--- config.mk ---
export PLATFORM = sky130hd
export DESIGN_NAME = serial_reduce_unit_flat
export DESIGN_NICKNAME = d
export VERILOG_FILES = /design/src/rtl/serial_reduce_pkg.sv /design/src/rtl/serial_reduce_if.sv /design/src/rtl/serial_reduce_counter.sv /design/src/rtl/serial_reduce_unit.sv /design/src/flat_wrapper.sv
export SDC_FILE = /design/constraint.sdc
export NUM_CORES = 1
export LEC_CHECK = 0
export CORE_MARGIN = 2
export CORE_UTILIZATION = 40
export CTS_CLUSTER_SIZE = 30
export DETAILED_ROUTE_END_ITERATION = 16
export RECOVER_POWER = 25
export SLEW_MARGIN = 10
export SYNTH_ARGS = -nofsm -noshare
export SYNTH_HDL_FRONTEND = slang
export SYNTH_SLANG_ARGS = --single-unit
--- constraint.sdc ---
create_clock -name clk -period 1.55 [get_ports clk]
set_input_delay 0.31 -clock clk [delete_from_list [all_inputs] [get_ports clk]]
set_output_delay 0.31 -clock clk [all_outputs]
set_load 0.03 [all_outputs]
--- src/rtl/serial_reduce_pkg.sv ---
// Shared types and constants for the serial frame reduction unit.
package serial_reduce_pkg;

  typedef enum logic {
    ACCUM = 1'b0,
    DONE  = 1'b1
  } state_e;

  localparam logic ACC_AND_INIT = 1'b1;
  localparam logic ACC_OR_INIT  = 1'b0;
  localparam logic ACC_XOR_INIT = 1'b0;

endpackage

--- src/rtl/serial_reduce_if.sv ---
// Bit-in / frame-result-out handshake bundle for serial_reduce_unit.
interface serial_reduce_if #(
  parameter int unsigned FRAME_LEN = 8
);
  localparam int unsigned CNT_W = $clog2(FRAME_LEN + 1);

  logic             in_valid;
  logic             in_ready;
  logic             in_bit;
  logic             out_valid;
  logic             out_ready;
  logic             out_and;
  logic             out_or;
  logic             out_xor;
  logic             out_xnor;
  logic [CNT_W-1:0] out_ones;

  modport master (
    output in_valid, in_bit, out_ready,
    input  in_ready, out_valid, out_and, out_or, out_xor, out_xnor, out_ones
  );

  modport slave (
    input  in_valid, in_bit, out_ready,
    output in_ready, out_valid, out_and, out_or, out_xor, out_xnor, out_ones
  );

endinterface

--- src/rtl/serial_reduce_counter.sv ---
// Bit position counter within a frame; flags the final bit position.
module serial_reduce_counter #(
  parameter  int unsigned FRAME_LEN = 8,
  localparam int unsigned CNT_W     = $clog2(FRAME_LEN + 1)
) (
  input  logic             clk,
  input  logic             rst,
  input  logic             accept,
  input  logic             clear,
  output logic [CNT_W-1:0] count,
  output logic             last_c
);

  localparam logic [CNT_W-1:0] LAST_POS = CNT_W'(FRAME_LEN - 1);

  // Clear has priority: it coincides with the accept of the final bit.
  always_ff @(posedge clk or posedge rst) begin
    if (rst) begin
      count <= '0;
    end else if (clear) begin
      count <= '0;
    end else if (accept) begin
      count <= count + CNT_W'(1);
    end
  end

  assign last_c = (count == LAST_POS);

endmodule

--- src/rtl/serial_reduce_unit.sv ---
// Accumulates AND/OR/XOR/ones over FRAME_LEN handshaked bits and presents
// the frame result on a valid/ready port.
module serial_reduce_unit
  import serial_reduce_pkg::*;
#(
  parameter int unsigned FRAME_LEN = 8
) (
  input logic            clk,
  input logic            rst,
  serial_reduce_if.slave bus
);

  localparam int unsigned CNT_W = $clog2(FRAME_LEN + 1);

  state_e           state_q, state_d;
  logic             in_ready_c, out_valid_c;
  logic             accept_c, last_c, frame_done_c;
  logic [CNT_W-1:0] bit_cnt;

  logic             acc_and, acc_or, acc_xor;
  logic [CNT_W-1:0] acc_ones;
  logic             nxt_and, nxt_or, nxt_xor;
  logic [CNT_W-1:0] nxt_ones;

  logic             out_and_q, out_or_q, out_xor_q, out_xnor_q;
  logic [CNT_W-1:0] out_ones_q;

  // Accept is decoded from state so no input feeds back into in_ready.
  assign accept_c     = bus.in_valid && (state_q == ACCUM);
  assign frame_done_c = accept_c && last_c;

  serial_reduce_counter #(
    .FRAME_LEN (FRAME_LEN)
  ) u_counter (
    .clk    (clk),
    .rst    (rst),
    .accept (accept_c),
    .clear  (frame_done_c),
    .count  (bit_cnt),
    .last_c (last_c)
  );

  always_ff @(posedge clk or posedge rst) begin
    if (rst) begin
      state_q <= ACCUM;
    end else begin
      state_q <= state_d;
    end
  end

  always_comb begin
    state_d     = state_q;
    in_ready_c  = 1'b0;
    out_valid_c = 1'b0;
    case (state_q)
      ACCUM: begin
        in_ready_c = 1'b1;
        if (frame_done_c) state_d = DONE;
      end
      DONE: begin
        out_valid_c = 1'b1;
        if (bus.out_ready) state_d = ACCUM;
      end
      default: state_d = ACCUM;
    endcase
  end

  // Running reductions including the bit presented this cycle.
  always_comb begin
    nxt_and  = acc_and & bus.in_bit;
    nxt_or   = acc_or | bus.in_bit;
    nxt_xor  = acc_xor ^ bus.in_bit;
    nxt_ones = acc_ones + CNT_W'(bus.in_bit);
  end

  always_ff @(posedge clk or posedge rst) begin
    if (rst) begin
      acc_and    <= ACC_AND_INIT;
      acc_or     <= ACC_OR_INIT;
      acc_xor    <= ACC_XOR_INIT;
      acc_ones   <= '0;
      out_and_q  <= 1'b0;
      out_or_q   <= 1'b0;
      out_xor_q  <= 1'b0;
      out_xnor_q <= 1'b1;
      out_ones_q <= '0;
    end else if (accept_c) begin
      if (frame_done_c) begin
        out_and_q  <= nxt_and;
        out_or_q   <= nxt_or;
        out_xor_q  <= nxt_xor;
        out_xnor_q <= ~nxt_xor;
        out_ones_q <= nxt_ones;
        acc_and    <= ACC_AND_INIT;
        acc_or     <= ACC_OR_INIT;
        acc_xor    <= ACC_XOR_INIT;
        acc_ones   <= '0;
      end else begin
        acc_and    <= nxt_and;
        acc_or     <= nxt_or;
        acc_xor    <= nxt_xor;
        acc_ones   <= nxt_ones;
      end
    end
  end

  assign bus.in_ready  = in_ready_c;
  assign bus.out_valid = out_valid_c;
  assign bus.out_and   = out_and_q;
  assign bus.out_or    = out_or_q;
  assign bus.out_xor   = out_xor_q;
  assign bus.out_xnor  = out_xnor_q;
  assign bus.out_ones  = out_ones_q;

  a_cnt_range: assert property (@(posedge clk) disable iff (rst) bit_cnt < CNT_W'(FRAME_LEN));

endmodule

--- src/flat_wrapper.sv ---
// flat-port wrapper written by rule: the top's interface ports become plain ports
module serial_reduce_unit_flat import serial_reduce_pkg::*;
#(
  parameter int unsigned FRAME_LEN = 8
)
  (clk, rst, bus_in_valid, bus_in_bit, bus_out_ready, bus_in_ready, bus_out_valid, bus_out_and, bus_out_or, bus_out_xor, bus_out_xnor, bus_out_ones);
  serial_reduce_if #(.FRAME_LEN(FRAME_LEN)) bus_i ();
  input logic clk;
  input logic rst;
  input wire logic [$bits(bus_i.in_valid)-1:0] bus_in_valid;
  input wire logic [$bits(bus_i.in_bit)-1:0] bus_in_bit;
  input wire logic [$bits(bus_i.out_ready)-1:0] bus_out_ready;
  output wire logic [$bits(bus_i.in_ready)-1:0] bus_in_ready;
  output wire logic [$bits(bus_i.out_valid)-1:0] bus_out_valid;
  output wire logic [$bits(bus_i.out_and)-1:0] bus_out_and;
  output wire logic [$bits(bus_i.out_or)-1:0] bus_out_or;
  output wire logic [$bits(bus_i.out_xor)-1:0] bus_out_xor;
  output wire logic [$bits(bus_i.out_xnor)-1:0] bus_out_xnor;
  output wire logic [$bits(bus_i.out_ones)-1:0] bus_out_ones;
  assign bus_i.in_valid = bus_in_valid;
  assign bus_i.in_bit = bus_in_bit;
  assign bus_i.out_ready = bus_out_ready;
  assign bus_in_ready = bus_i.in_ready;
  assign bus_out_valid = bus_i.out_valid;
  assign bus_out_and = bus_i.out_and;
  assign bus_out_or = bus_i.out_or;
  assign bus_out_xor = bus_i.out_xor;
  assign bus_out_xnor = bus_i.out_xnor;
  assign bus_out_ones = bus_i.out_ones;
  serial_reduce_unit #(.FRAME_LEN(FRAME_LEN)) u_core (.clk(clk), .rst(rst), .bus(bus_i));
endmodule
After elaboration in Yosys (flattened, before gate mapping)
Index checks and enable logic that the tools add are counted.
{"block": "totals", "ff_bits": 20, "latch_bits": 0, "mem_bits_rw": 0, "rom_bits": 0, "in_bits": 5, "out_inout_bits": 10, "word_cells": 34, "mem_count": 0}
{"block": "op_classes", "n_addsub": 2, "n_mul": 0, "div": 0, "order_cmp": 0, "n_eq_ne": 1, "shift": 0, "muxes": 11, "bitwise": 5, "n_reduce_logical": 4}
{"operator": "2-to-1 mux 4 bit", "n": 3}
{"operator": "2-to-1 mux 1 bit", "n": 7}
{"operator": "adder 4 x 1 -> 4 bit", "n": 1}
{"operator": "adder 4 x 1 -> 4 bit (second input constant)", "n": 1}
{"operator": "== test 4 x 3 -> 1 bit (second input constant)", "n": 1}
{"operator": "logical AND 1 bit", "n": 2}
{"operator": "NOT 1 bit", "n": 2}
{"operator": "case mux 1 bit (2 select lines)", "n": 1}
{"operator": "AND reduction 2 bit", "n": 1}
{"operator": "nonzero test 2 bit", "n": 1}
{"operator": "AND 1 bit", "n": 1}
{"operator": "OR 1 bit", "n": 1}
{"operator": "XOR 1 bit", "n": 1}

Logic depth before layout (Yosys ltp)
Gate-level depths: netlist (run 1).
{"block": "depth", "word_depth": 5, "depth_mapped": 5, "ltp_nobuf": 5}

Cells and area by module
Synthesis (run 1) repeated with hierarchy kept, for this count alone.
{"block": "unflattened", "hier_cells": 87, "area_unflattened_um2": 965.9}
{"mod": "serial_reduce_unit", "instances": 1, "cells_each": 68, "area_per_inst_um2": 762.0, "seq_area_each_um2": 402.9}
{"mod": "serial_reduce_counter", "instances": 1, "cells_each": 19, "area_per_inst_um2": 203.9, "seq_area_each_um2": 100.1}

Least setup slack after synthesis (run 1)
OpenSTA, ideal clock, no wires.
{"block": "synth_path", "path_type": "register to register", "startpoint": "register u_core.state_q", "endpoint": "register u_core.u_counter.count[3]", "setup_ns": 0.127, "arrival_time_ns": 1.263, "required_ns": 1.423, "slack_ns": 0.160, "stages_incl_launch_ff": 5, "path_buffers": 1, "period_less_slack_ns": 1.390, "cell_sequence": "dfrtp_1 and2b_1 buf_4 nand4_1 mux2_1"}
{"block": "synth_between", "elab_chain_len": 4, "elab_cells_between_ends": 5, "classes_between": "mux: 1; bitwise: 1; reduce/logical: 3"}
{"item": "start: declaration", "line_no": "serial_reduce_unit.sv:15", "source": "state_e state_q, state_d;"}
{"item": "start signal: assignment", "line_no": "serial_reduce_unit.sv:47", "source": "state_q <= state_d;"}
{"item": "NOT 1 bit *", "line_no": "serial_reduce_unit.sv:29", "source": "assign accept_c = bus.in_valid && (state_q == ACCUM);"}
{"item": "logical AND 1 bit *", "line_no": "serial_reduce_unit.sv:29"}
{"item": "logical AND 1 bit", "line_no": "serial_reduce_unit.sv:30", "source": "assign frame_done_c = accept_c && last_c;"}
{"item": "2-to-1 mux 4 bit / nonzero test 2 bit (equally long branches)"}
{"item": "end signal: assignment", "line_no": "serial_reduce_counter.sv:23", "source": "count <= count + CNT_W'(1);"}
{"item": "end: declaration", "line_no": "serial_reduce_counter.sv:10", "source": "output logic [CNT_W-1:0] count,"}
Every way passes the cells marked *; elsewhere a longest branch is shown, timed or not.
A chain may end at the register's enable or synchronous reset.

Final worst setup path (run 1)
{"block": "layout_path", "startpoint": "input bus_in_bit", "endpoint": "register u_core.acc_ones[3]"}
{"block": "layout_between", "elab_chain_len": 2}
{"item": "start: declaration", "line_no": "flat_wrapper.sv:11", "source": "input wire logic [$bits(bus_i.in_bit)-1:0] bus_in_bit;"}
{"item": "adder 4 x 1 -> 4 bit", "line_no": "serial_reduce_unit.sv:73", "source": "nxt_ones = acc_ones + CNT_W'(bus.in_bit);"}
{"item": "2-to-1 mux 4 bit", "line_no": "serial_reduce_unit.sv:88", "source": "if (frame_done_c) begin"}
{"item": "end signal: assignment", "line_no": "serial_reduce_unit.sv:102", "source": "acc_ones <= nxt_ones;"}
{"item": "end: declaration", "line_no": "serial_reduce_unit.sv:21", "source": "logic [CNT_W-1:0] acc_ones;"}
Every way passes these cells.

==> results.sh, run 1 <==
export IMPL_vias=644
export IMPL_syn_area_um2=942
export IMPL_drive_gt1_frac=0.229
export IMPL_track_usage=0.140
export IMPL_ys_seq_area_frac=0.534
export IMPL_cts_made_buffers=3
export IMPL_r2r_cells=4
export IMPL_p_switching_mw=0.821
export IMPL_layout_nets=119
export IMPL_timing_rr_end="u_core.acc_ones[3]"
export IMPL_crit_required_ns=1.77
export IMPL_grt_pass1_vias=615
export IMPL_cp_arrival_ns=1.72
export IMPL_startpoint="bus_in_bit"
export IMPL_crit_slowest_cell="or4b_1"
export IMPL_die_w_um=52.5
export IMPL_clkTransAtPathRegs_ns=0.11
export IMPL_pwr_share_clk=0.114
export IMPL_hold_buffers=0
export IMPL_worstSetupPathDepth=5
export IMPL_synthCells=86
export IMPL_multi_input_area_um2=399
export IMPL_max_slew_worst_pin_slew_ns=1.05
export IMPL_post_drt_wl_per_cell_um=11.8
export IMPL_p_leak_nw=0.577
export IMPL_ios=15
export IMPL_combinationalPowerShare=0.454
export IMPL_rrSetupSlack_ns=0.06
export IMPL_p_seq_frac=0.433
export IMPL_path_cells="clkdlybuf4s50_1 > ha_1 > nand3_1 > or4b_1 > o211ai_2"
export IMPL_portBuffers=14
export IMPL_finClkSkew_ns=0.00254
export IMPL_syn2layout_area_growth_pct=25.4
export IMPL_power_density_nw_per_um2=1780
export IMPL_gp_congestion=0.713
export IMPL_avgSynthCellArea_um2=11.0
export IMPL_status="completed"
export IMPL_seq_area_um2=503
export IMPL_drv_slew=0
export IMPL_syn_nets=94
export IMPL_p_sw_frac=0.390
export IMPL_drt_iter0_markers=12
export IMPL_fill_cells=222
export IMPL_slowest_delay_ns=0.51
export IMPL_ir_drop_uv=802
export IMPL_crit_path_end_kind="flop"
export IMPL_worstSetupPathType="input port to flop"
export IMPL_ant_nets=0
export IMPL_core_area_um2=2210
export IMPL_die_height_um=52.5
export IMPL_setup_viol_count_final=0
export IMPL_ys_seq_elements=20
export IMPL_root_buffer="clkbuf_4"
export IMPL_setup_tns_final_ns=0
export IMPL_ys_warn_count=0
export IMPL_worst_path_buf_inv=1
export IMPL_hold_class="flop to flop"
export IMPL_drc=0
export IMPL_antenna_found_initial=0
export IMPL_cts_tree="yes"
export IMPL_hold_violations=0
export IMPL_start_kind="input port"
export IMPL_period_share=0.964
export IMPL_wirelength_um=1610
export IMPL_die_area_um2=2760
export IMPL_dp_hpwl_um=1190
export IMPL_critPathTopFamily="simple AND/OR/NAND/NOR gates"
export IMPL_synth_distinct_cells=27
export IMPL_slew_headroom=0.302
export IMPL_max_cap_violations=0
export IMPL_grt_overflow_total=0
export IMPL_clock_path_buffers=2
export IMPL_initial_core_util=0.426
export IMPL_crit_end="u_core.acc_ones[3]"
export IMPL_rsz0062_at_grt="true"
export IMPL_fp_row_count=17
export IMPL_timing_final_crit_period_ns=1.49
export IMPL_grt_pass1_wl_um=2740
export IMPL_r2r_start="u_core.u_counter.count[1]"
export IMPL_clock_latency_ns=0.29
export IMPL_fmax_mhz=670
export IMPL_final_util=0.534
export IMPL_grt_max_degree=21
export IMPL_drt_vias_per_instance=4.70
export IMPL_insertedDiodeCount=0
export IMPL_path_max_fanout=3
export IMPL_p_int_mw=1.29
export IMPL_clock_sinks=20
export IMPL_htreeDepth=1
export IMPL_first_pass_iters=2
cell usage after synthesis:
library cell	n	area, um^2
dfrtp_1	18	450
nand2_1	15	56.3
inv_1	8	30.0
mux2_1	5	56.3
o21ai_1	4	20.0
a21oi_1	3	15.0
ha_1	3	37.5
nand3_1	3	15.0
nor2_1	3	11.3
o22ai_1	3	18.8
xnor2_1	3	26.3
dfstp_2	2	52.6
mux2i_1	2	20.0
and2b_1	1	7.51
buf_2	1	5.00
buf_4	1	7.51
buf_6	1	11.3
clkbuf_1	1	3.75
mux2_2	1	11.3
nand2b_4	1	13.8
nand3b_1	1	7.51
nand4_1	1	6.26
nor2_8	1	20.0
o211ai_2	1	12.5
o31ai_1	1	7.51
or4b_1	1	10.0
xor2_1	1	8.76
power groups by stage:
stage,logic [mW],clock network [mW],registers (mW)
6_report,0.956,0.240,0.911
5_1_grt,1.05,0.276,0.942
4_1_cts,0.915,0.255,0.909
3_5_place_dp,0.985,0,0.924
3_3_place_gp,0.971,0,0.911
2_1_floorplan,0.446,0,1.11
stage by stage:
stage / total power [mW] / hold WS, ns / std cells / area (um^2) / setup slack [ns]
after floorplan: 1.55 / 0.272 / 86 / 942 / 0.160
after global placement: 1.88 / 0.453 / 132 / 1150 / -0.215
after detailed placement: 1.91 / 0.465 / 132 / 1150 / -0.252
after CTS: 2.08 / 0.336 / 135 / 1160 / 0.0213
after global routing: 2.27 / 0.533 / 137 / 1180 / -0.0391
final: 2.11 / 0.487 / 137 / 1180 / 0.0565
what timing repair did:
| action | CTS | global route |
|---|---|---|
| endpoints found under the hold margin | 0 | 0 |
| pin swaps | 0 | 2 |
| buffers inserted | 0 | 2 |
| setup endpoints to repair | 10 | 9 |
| resized for setup | 11 | 8 |
kinds of logic after synthesis:
group,synth area share
buffers and inverters,0.0611
AO/OA/AOI/OAI,0.0784
AND/OR/NAND/NOR,0.157
flip-flops,0.534
XOR/XNOR,0.0372
multiplexers,0.0930
adder cells (fa/ha/maj),0.0398
layer usage:
layer / GRT usage / vias up / wire [um]
met5: 0 / - / 0
met4: 0.0940 / 0 / 19
met3: 0.0257 / 4 / 58
met2: 0.200 / 12 / 720
met1: 0.190 / 295 / 813
li1: - / 333 / -
layout make-up:
| type | instances | area share |
|---|---|---|
| multi-input cells | 54 | 0.338 |
| clock buffers | 3 | 0.0191 |
| repair buffers | 24 | 0.162 |
| flip-flops and latches | 20 | 0.426 |
| well taps | 28 | 0.0297 |
| inverters | 8 | 0.0254 |
how the worst min path moves through the flow:
stage	cells past startpoint	startpoint	to
3_3_place_gp	2	u_core.acc_ones[0]	u_core.acc_ones[0]
2_1_floorplan	1	rst	u_core.acc_ones[0]
3_5_place_dp	2	u_core.acc_ones[0]	u_core.acc_ones[0]
5_1_grt	2	u_core.acc_ones[0]	u_core.acc_ones[0]
6_report	2	u_core.acc_ones[0]	u_core.acc_ones[0]
4_1_cts	3	rst	u_core.bus.out_ones[2]
sequential cells by signal (all words and copies together), names as in the netlist:
register	cells
u_core.u_counter.count	4
u_core.acc_and	1
u_core.acc_ones	4
u_core.acc_xor	1
u_core.acc_or	1
u_core.bus.out_xor	1
u_core.bus.out_xnor	1
u_core.state_q	1
u_core.bus.out_and	1
u_core.bus.out_or	1
u_core.bus.out_ones	4
cell usage in the layout, fill, tap and decap left out, types with 2 or more instances in the layout:
| cell | count |
|---|---|
| mux2i_1 | 2 |
| o22ai_1 | 3 |
| ha_1 | 2 |
| dlygate4sd2_1 | 8 |
| clkbuf_2 | 2 |
| nand3_1 | 3 |
| buf_4 | 9 |
| nor2_1 | 3 |
| o21ai_1 | 4 |
| dfrtp_1 | 18 |
| inv_1 | 8 |
| a21oi_1 | 3 |
| clkdlybuf4s50_1 | 4 |
| nand2_1 | 15 |
| dfstp_2 | 2 |
| mux2_4 | 4 |
| xnor2_1 | 3 |
| clkbuf_4 | 3 |
worst min-delay path, stage by stage, from the launching register on:
cell and delay [ns]:
dfrtp_1 0.36, nand2_1 0.05, nand2_1 0.05
Note: power is estimated with default switching activity, not from simulation.
==> inputs of run 2 (changes only) <==
--- a/config.mk
+++ b/config.mk
@@ -5,6 +5,7 @@
 export SDC_FILE = /design/constraint.sdc
 export NUM_CORES = 1
 export LEC_CHECK = 0
+export CAP_MARGIN = 20
 export CORE_MARGIN = 2
 export CORE_UTILIZATION = 40
 export CTS_CLUSTER_SIZE = 30
==> results of run 2 <==
Same layout as run 1: the final DEF is identical, and so are final timing and power.
==> inputs of run 3 (changes only) <==
--- a/config.mk
+++ b/config.mk
@@ -6,10 +6,15 @@
 export NUM_CORES = 1
 export LEC_CHECK = 0
 export CAP_MARGIN = 20
+export CELL_PAD_IN_SITES_DETAIL_PLACEMENT = 2
+export CELL_PAD_IN_SITES_GLOBAL_PLACEMENT = 2
 export CORE_MARGIN = 2
-export CORE_UTILIZATION = 40
+export CORE_UTILIZATION = 33
+export CTS_CLUSTER_DIAMETER = 100
 export CTS_CLUSTER_SIZE = 30
 export DETAILED_ROUTE_END_ITERATION = 16
+export GPL_TIMING_DRIVEN = 0
+export PLACE_DENSITY_LB_ADDON = 0.1
 export RECOVER_POWER = 25
 export SLEW_MARGIN = 10
 export SYNTH_ARGS = -nofsm -noshare
==> run 3 against run 2 <==
Effect of this change: first-iteration DRC count up 17%; critical path depth unchanged; cell count up 3.6%; maximum frequency up 0.79%; clock-buffer cell count unchanged; via count up 9.6%; sequential share of layout area down 1.5 points; critical endpoint unchanged.
==> results.sh, run 3 (synthesized netlist as in run 1, its figures left out) <==
export IMPL_fp_row_count=19
export IMPL_final_cells=142
export IMPL_grt_overflow_total=0
export IMPL_drive_gt1_frac=0.216
export IMPL_grt_pass1_wl_um=3670
export IMPL_path_cells="clkdlybuf4s50_1 > ha_1 > nand3_2 > or4b_1 > o211ai_2"
export IMPL_dp_hpwl_um=1520
export IMPL_placed_cells=131
export IMPL_slowest_delay_ns=0.49
export IMPL_crit_slowest_cell="or4b_1"
export IMPL_layout_common_cells="18 x dfrtp_1, 15 x nand2_1, 8 x inv_1, 8 x buf_4, 8 x dlygate4sd2_1"
export IMPL_cp_arrival_ns=1.73
export IMPL_layout_nets=120
export IMPL_initial_core_util=0.345
export IMPL_crit_path_end_kind="flop"
export IMPL_drt_iter0_markers=14
export IMPL_htreeDepth=1
export IMPL_hold_class="flop to flop"
export IMPL_max_cap_violations=0
export IMPL_fill_cells=301
export IMPL_power_density_nw_per_um2=1930
export IMPL_hold_violations=0
export IMPL_die_height_um=57.4
export IMPL_post_drt_wl_per_cell_um=14.8
export IMPL_wirelength_um=2100
export IMPL_crit_required_ns=1.79
export IMPL_worst_path_buf_inv=1
export IMPL_setup_viol_count_final=0
export IMPL_core_area_um2=2730
export IMPL_track_usage=0.148
export IMPL_final_cell_area_um2=1220
export IMPL_p_leak_nw=0.590
export IMPL_drc=0
export IMPL_final_setup_worst_slack_ns=0.0682
export IMPL_antenna_found_initial=0
export IMPL_setup_tns_final_ns=0
export IMPL_hold_buffers=0
export IMPL_final_common_cell="dfrtp_1"
export IMPL_ios=15
export IMPL_die_area_um2=3300
export IMPL_period_share=0.956
export IMPL_slew_headroom=0.477
export IMPL_grt_pass1_vias=783
export IMPL_place_ws_ns=-0.327
export IMPL_clock_path_buffers=2
export IMPL_path_max_fanout=3
export IMPL_root_buffer="clkbuf_4"
export IMPL_syn2layout_area_growth_pct=29.9
export IMPL_start_kind="input port"
export IMPL_clkTransAtPathRegs_ns=0.12
export IMPL_portBuffers=14
export IMPL_timing_final_crit_period_ns=1.48
export IMPL_die_w_um=57.4
export IMPL_finClkSkew_ns=0.000881
export IMPL_vias=706
export IMPL_drv_slew=0
export IMPL_ant_nets=0
export IMPL_max_slew_worst_pin_slew_ns=0.783
export IMPL_status="completed"
export IMPL_ir_drop_uv=1020
export IMPL_gp_congestion=0.663
export IMPL_insertedDiodeCount=0
export IMPL_critPathTopFamily="simple AND/OR/NAND/NOR gates"
export IMPL_worstSetupPathType="input port to flop"
export IMPL_clock_latency_ns=0.31
export IMPL_drt_vias_per_instance=4.97
export IMPL_fmax_mhz=675
export IMPL_place_area_um2=1120
export IMPL_cts_made_buffers=3
export IMPL_clock_sinks=20
export IMPL_grt_max_degree=21
export IMPL_first_pass_iters=4
export IMPL_final_util=0.448
export IMPL_cts_tree="yes"
run 3: cell types whose count changed in the layout (fill, tap and decap cells not counted), sizes merged:
| cell | before | now |
|---|---|---|
| clkdlybuf4s50 | 4 | 3 |
| buf | 9 | 10 |
| bufinv | 0 | 1 |
| dlygate4sd3 | 0 | 1 |
run 3: cell type report:
cell class,instances,area (um^2),share of cell area
clock buffer,3,22.5,0.0184
inverter,8,30.0,0.0245
clock inverter,1,30.0,0.0245
tap,31,38.8,0.0317
timing repair buffer,21,173,0.141
multi-input combinational,54,399,0.326
buffer,4,27.5,0.0225
sequential,20,503,0.411
run 3: routing by layer:
layer,vias up,track usage,share of wire
li1,334,-,-
met1,352,0.187,0.43
met2,15,0.245,0.51
met3,5,0.0204,0.040
met4,0,0.0797,0.022
met5,-,0,0
run 3: final timing paths:
| check | to | cells past startpoint | slack [ns] | start |
|---|---|---|---|---|
| max | u_core.acc_ones[3] | 5 | 0.07 | bus_in_bit |
| min | u_core.acc_ones[0] | 2 | 0.49 | u_core.acc_ones[0] |
| max reg2reg | u_core.bus.out_ones[1] | 5 | 0.10 | u_core.u_counter.count[0] |
| min reg2reg | u_core.acc_ones[0] | 2 | 0.49 | u_core.acc_ones[0] |
| max in group asynchronous | u_core.acc_ones[0] | 2 | 0.49 | rst |
| min in group asynchronous | u_core.bus.out_ones[3] | 2 | 0.57 | rst |
run 3: worst reg2reg max path, stage by stage, from the launching register on:
cell	delay (ns)
dfrtp_1	0.42
ha_4	0.15
nand3b_1	0.11
buf_6	0.16
nor2_8	0.15
mux2_1	0.35
run 3: repair_timing:
action | CTS | global route
setup endpoints to repair | 15 | 10
setup buffers | 4 | 3
pin swaps | 1 | 2
resized for setup | 12 | 5
gates cloned | 0 | 0
run 3: power by group:
group          switching [mW]  internal (mW)
clock network           0.175          0.261
logic                   0.568          0.427
registers               0.158          0.768
total                   0.900           1.46
run 3: stage by stage:
step | hold WS [ns] | power [mW]
floorplan | 0.272 | 1.55
global placement | 0.455 | 1.86
detailed placement | 0.463 | 1.93
CTS | 0.473 | 2.33
global route | 0.522 | 2.55
finish | 0.485 | 2.36
